--- config.mk ---
export PLATFORM = sky130hd
export DESIGN_NAME = led_pattern_ctrl
export DESIGN_NICKNAME = d
export VERILOG_FILES = /design/src/rtl/led_pattern_ctrl.sv
export SDC_FILE = /design/constraint.sdc
export NUM_CORES = 1
export LEC_CHECK = 0
export CORE_MARGIN = 5
export CORE_UTILIZATION = 57
export CTS_CLUSTER_SIZE = 28
export DETAILED_ROUTE_END_ITERATION = 8
export PLACE_DENSITY = 0.77
export SLEW_MARGIN = 20
export SYNTH_ARGS = -nofsm -noshare
export SYNTH_HDL_FRONTEND = slang
export SYNTH_SLANG_ARGS = --single-unit
--- constraint.sdc ---
create_clock -name clk -period 4.15 [get_ports clk]
set_input_delay 0.83 -clock clk [delete_from_list [all_inputs] [get_ports clk]]
set_output_delay 0.83 -clock clk [all_outputs]
set_load 0.01 [all_outputs]
--- src/rtl/led_pattern_ctrl.sv ---
// LED bank sequencer: step timer plus chase/bounce/blink/count pattern engine.
// Mode and step period load over a valid/ready handshake while idle; start/stop/pause control the run.
module led_pattern_ctrl #(
  parameter int unsigned WIDTH         = 25,
  parameter int unsigned DEFAULT_LIMIT = 250_000,
  parameter int unsigned N_LEDS        = 4
) (
  input  logic              clk,
  input  logic              rst,
  input  logic              cfg_valid,
  output logic              cfg_ready,
  input  logic [1:0]        cfg_mode,
  input  logic [WIDTH-1:0]  cfg_limit,
  input  logic              start,
  input  logic              stop,
  input  logic              pause,
  output logic [N_LEDS-1:0] leds,
  output logic              step,
  output logic              busy
);

  typedef enum logic [1:0] {
    IDLE  = 2'b00,
    RUN   = 2'b01,
    PAUSE = 2'b10
  } state_t;

  localparam logic [1:0]        MODE_CHASE  = 2'b00;
  localparam logic [1:0]        MODE_BOUNCE = 2'b01;
  localparam logic [1:0]        MODE_BLINK  = 2'b10;
  localparam logic [1:0]        MODE_COUNT  = 2'b11;
  localparam logic [WIDTH-1:0]  RESET_LIMIT = WIDTH'(DEFAULT_LIMIT);
  localparam logic [WIDTH-1:0]  ONE         = WIDTH'(1);
  localparam logic [N_LEDS-1:0] FIRST_LED   = N_LEDS'(1);

  state_t            state;
  logic [1:0]        mode;
  logic [WIDTH-1:0]  limit;
  logic [WIDTH-1:0]  cnt;
  logic              dir_down;

  logic              cfg_hs;
  logic [1:0]        run_mode;
  logic [WIDTH-1:0]  cfg_limit_fix;
  logic              at_limit;
  logic [N_LEDS-1:0] init_leds;
  logic [N_LEDS-1:0] up_leds;
  logic [N_LEDS-1:0] down_leds;
  logic [N_LEDS-1:0] next_leds;
  logic              next_dir_down;

  assign cfg_ready     = (state == IDLE);
  assign cfg_hs        = cfg_valid & cfg_ready;
  // A handshake coinciding with start takes effect for the run it launches.
  assign run_mode      = cfg_hs ? cfg_mode : mode;
  assign cfg_limit_fix = (cfg_limit == '0) ? ONE : cfg_limit;
  assign at_limit      = (cnt == (limit - ONE));
  assign init_leds     = ((run_mode == MODE_CHASE) || (run_mode == MODE_BOUNCE)) ? FIRST_LED : '0;
  assign up_leds       = {leds[N_LEDS-2:0], 1'b0};
  assign down_leds     = {1'b0, leds[N_LEDS-1:1]};

  // Pattern value and bounce direction after one advance.
  always_comb begin
    next_leds     = leds;
    next_dir_down = dir_down;
    case (mode)
      MODE_CHASE: next_leds = {leds[N_LEDS-2:0], leds[N_LEDS-1]};
      MODE_BOUNCE: begin
        if (!dir_down) begin
          next_leds = up_leds;
          if (up_leds[N_LEDS-1]) next_dir_down = 1'b1;
        end else begin
          next_leds = down_leds;
          if (down_leds[0]) next_dir_down = 1'b0;
        end
      end
      MODE_BLINK: next_leds = ~leds;
      MODE_COUNT: next_leds = leds + N_LEDS'(1);
      default:    next_leds = leds;
    endcase
  end

  // Control FSM, step timer and LED register.
  always_ff @(posedge clk) begin
    if (rst) begin
      state    <= IDLE;
      mode     <= MODE_CHASE;
      limit    <= RESET_LIMIT;
      cnt      <= '0;
      dir_down <= 1'b0;
      leds     <= '0;
      step     <= 1'b0;
      busy     <= 1'b0;
    end else begin
      step <= 1'b0;
      if (cfg_hs) begin
        mode  <= cfg_mode;
        limit <= cfg_limit_fix;
      end
      case (state)
        IDLE: begin
          if (stop) begin
            leds <= '0;
            cnt  <= '0;
          end else if (start && !pause) begin
            state    <= RUN;
            busy     <= 1'b1;
            cnt      <= '0;
            dir_down <= 1'b0;
            leds     <= init_leds;
          end
        end
        RUN, PAUSE: begin
          if (stop) begin
            state    <= IDLE;
            busy     <= 1'b0;
            cnt      <= '0;
            dir_down <= 1'b0;
            leds     <= '0;
          end else if (pause) begin
            state <= PAUSE;
          end else begin
            // Releasing pause resumes counting on the same cycle.
            state <= RUN;
            if (at_limit) begin
              cnt      <= '0;
              leds     <= next_leds;
              dir_down <= next_dir_down;
              step     <= 1'b1;
            end else begin
              cnt <= cnt + ONE;
            end
          end
        end
        default: begin
          state <= IDLE;
          busy  <= 1'b0;
          cnt   <= '0;
          leds  <= '0;
        end
      endcase
    end
  end

endmodule

==> flow_summary.ini <==
[worst_setup_path]
rr_worst_depth = 10
path_class = flip-flop to flip-flop
end_kind = flip-flop
worstPathRequired_ns = 4.35
cp_max_fo = 25
r2r_start = limit[0]
cpPeakStageDelay_ns = 0.77
path_cells = inv_1 -> ha_1 -> nor3b_1 -> nand4_1 -> nor4_1 -> o21ai_0 -> nor4_2 -> nand4b_4 -> a21oi_4 -> o22ai_1
crit_path_start_kind = flip-flop
r2r-end = leds[3]
rrSetupSlack_ns = 0.31
slowest_stage = nor3b_1
crit_arrival_ns = 4.04

[placed_design]
io_buffers = 39
place_inst = 596
dp.final_hpwl_um = 7310
place.gp.congestion = 0.929
place_ws_ns = 0.388

[die]
start_util = 0.594
dieArea_sq_um = 8430
chipHeight_um = 91.8
rows = 29
io_pins = 40
core-area_sq_um = 6420
die_x_um = 91.8

[clock_tree]
clock-sinks = 61
cts-root-buf = clkbuf_8
cts_tree = yes
cts_buffers = 9
ctsResizeCount = 0
post-cts-setup-buffer-count = 0
clk_latency_ns = 0.34
postCtsHoldBufs = 0
clk_pin_slew_ns = 0.06
clockBufferDepth = 2
cts.htree.levels = 3

[drt]
post_drt_wl_per_cell_um = 15.8
antenna_left = 0
drc = 0
wirelength_um = 9650
drtPass1Iterations = 5
via_count = 3707
dr.first_iter.drc_count = 321
vias_per_cell = 6.08

[sta]
worst_pin_slew_ns = 0.918
setup_violations = 0
report.final.slew_viol_count = 0
hold_viol_final = 0
timing.final.crit_share = 0.925
clock_skew_ns = 0.00877
fin_ws_ns = 0.311
min_period_ns = 3.84
fmax_mhz = 261
rsz0062_at_grt = no
setup-tns-final_ns = 0
max_slew_margin = 0.387

[pwr]
ir_drop_mv = 0.218
total_power_mw = 1.52
leakagePower_nw = 1.51
powerDensity_nw_per_um2 = 347

[finish]
n_antenna_cell = 0
drive_above_1_share = 0.0563
post_layout_nonfiller_instances = 610
area_growth_pct = 14.6
final_nets = 568
fin_util = 0.681
fillerInstances = 572

[job]
maxCapViolations = 0

[hold_path]
hold_path.class = flip-flop to flip-flop
hp-start = busy
min_path_cells = 2
hold_end = busy

[grt]
grt_max_degree = 30
track_usage = 0.236
antenna_found_initial = 0
grt_overflow = 0
grt_pass1_vias = 3411
grt_pass1_wl_um = 16300

[logic_synthesis]
yosys.area.top_type = dfxtp_1
async_reset_ff_frac = 0
synth_area_leaders = dfxtp_1, nand2_1, xnor2_1
ys_ff_latch = 61
netlist_area_sq_um = 3810
synth_cell_type_count = 57
yosysWarnings = 0
yosysTopAreaCellShare = 0.320
yosys.cell_count.top_type = nand2_1
synthTopCellsByCount = nand2_1, dfxtp_1, nor2_1
synth_fp_nets = 542
avgSynthCellArea_sq_um = 7.57
yosysSeqAreaShare = 0.320
synth_flop_cell = dfxtp_1
synthCells = 504
synth_edf_count = 0

[run_status]
status = complete, no violations
where the power goes:
group	switching (mW)	internal, mW	total (mW)
logic	0.191	0.146	0.337
clock network	0.219	0.286	0.506
registers	0.0570	0.618	0.675
worst max-delay path: cells and delay by family, from the launching register on:
family / cells / cell delay (ns)
DFF: 1 / 0.36
AOI/OAI and AO/OA: 3 / 0.91
and+or+nand+nor: 5 / 2.14
adders and majority gates: 1 / 0.21
buffers and inverters: 1 / 0.08
routing by layer:
| metal | vias up | wire (um) | GRT usage |
|---|---|---|---|
| met1 | 1696 | 4720 | 0.344 |
| met2 | 142 | 4060 | 0.340 |
| met5 | - | 0 | 0 |
| li1 | 1852 | - | - |
| met4 | 0 | 164 | 0.0817 |
| met3 | 17 | 695 | 0.0565 |
state kept, by name, summed over array words and instances, names as in the netlist, named ones only:
| signal | flops |
|---|---|
| cnt | 25 |
| limit | 25 |
| leds | 4 |
| state | 2 |
| busy | 1 |
| dir_down | 1 |
| mode | 1 |
| step | 1 |
cell families (layout without fill, tap and decap cells):
| logic type | after synthesis | in the layout | share of synthesized area |
|---|---|---|---|
| mux | 2 | 2 | 0.00558 |
| compound gates | 92 | 92 | 0.156 |
| simple gates | 255 | 255 | 0.342 |
| buf+inv | 40 | 69 | 0.0472 |
| xor+xnor | 49 | 49 | 0.112 |
| flops | 61 | 61 | 0.320 |
| fa+ha+maj | 5 | 5 | 0.0164 |
placed cells by master (no fill, tap or decap), drive strengths merged, types with 12 or more instances in the layout:
master and n:
nand2 80, dfxtp 61, nor2 53, clkdlybuf4s50 39, a21oi 36, xnor2 30
nand3 23, nor4 20, xor2 19, nor3 14, inv 13, o21ai 13
nand4 12, clkbuf 12
stage by stage:
step	hold WS (ns)	cell area, sq um
floorplan	0.449	3810
global placement	0.462	4190
detailed placement	0.476	4190
CTS	0.489	4370
global route	0.527	4370
finish	0.481	4370
layout make-up:
cell class	count	area, sq um	area share
Clock inverter	2	35.0	0.00801
Inverter	13	48.8	0.0112
Timing Repair Buffer	42	413	0.0944
Sequential cell	61	1220	0.279
Tap cell	77	96.3	0.0220
Clock buffer	12	145	0.0332
Multi-Input combinational cell	403	2410	0.552
worst max-delay path by stage:
stage          slack (ns)       to      from
6_report             0.31  leds[3]  limit[0]
5_1_grt              0.02  cnt[15]  limit[0]
4_1_cts              0.39  leds[3]  limit[0]
3_5_place_dp         0.39  leds[1]  limit[0]
3_3_place_gp         0.59  leds[3]  limit[0]
2_1_floorplan        1.15  leds[1]  limit[5]
No activity file was read; power rests on OpenSTA's default activity.
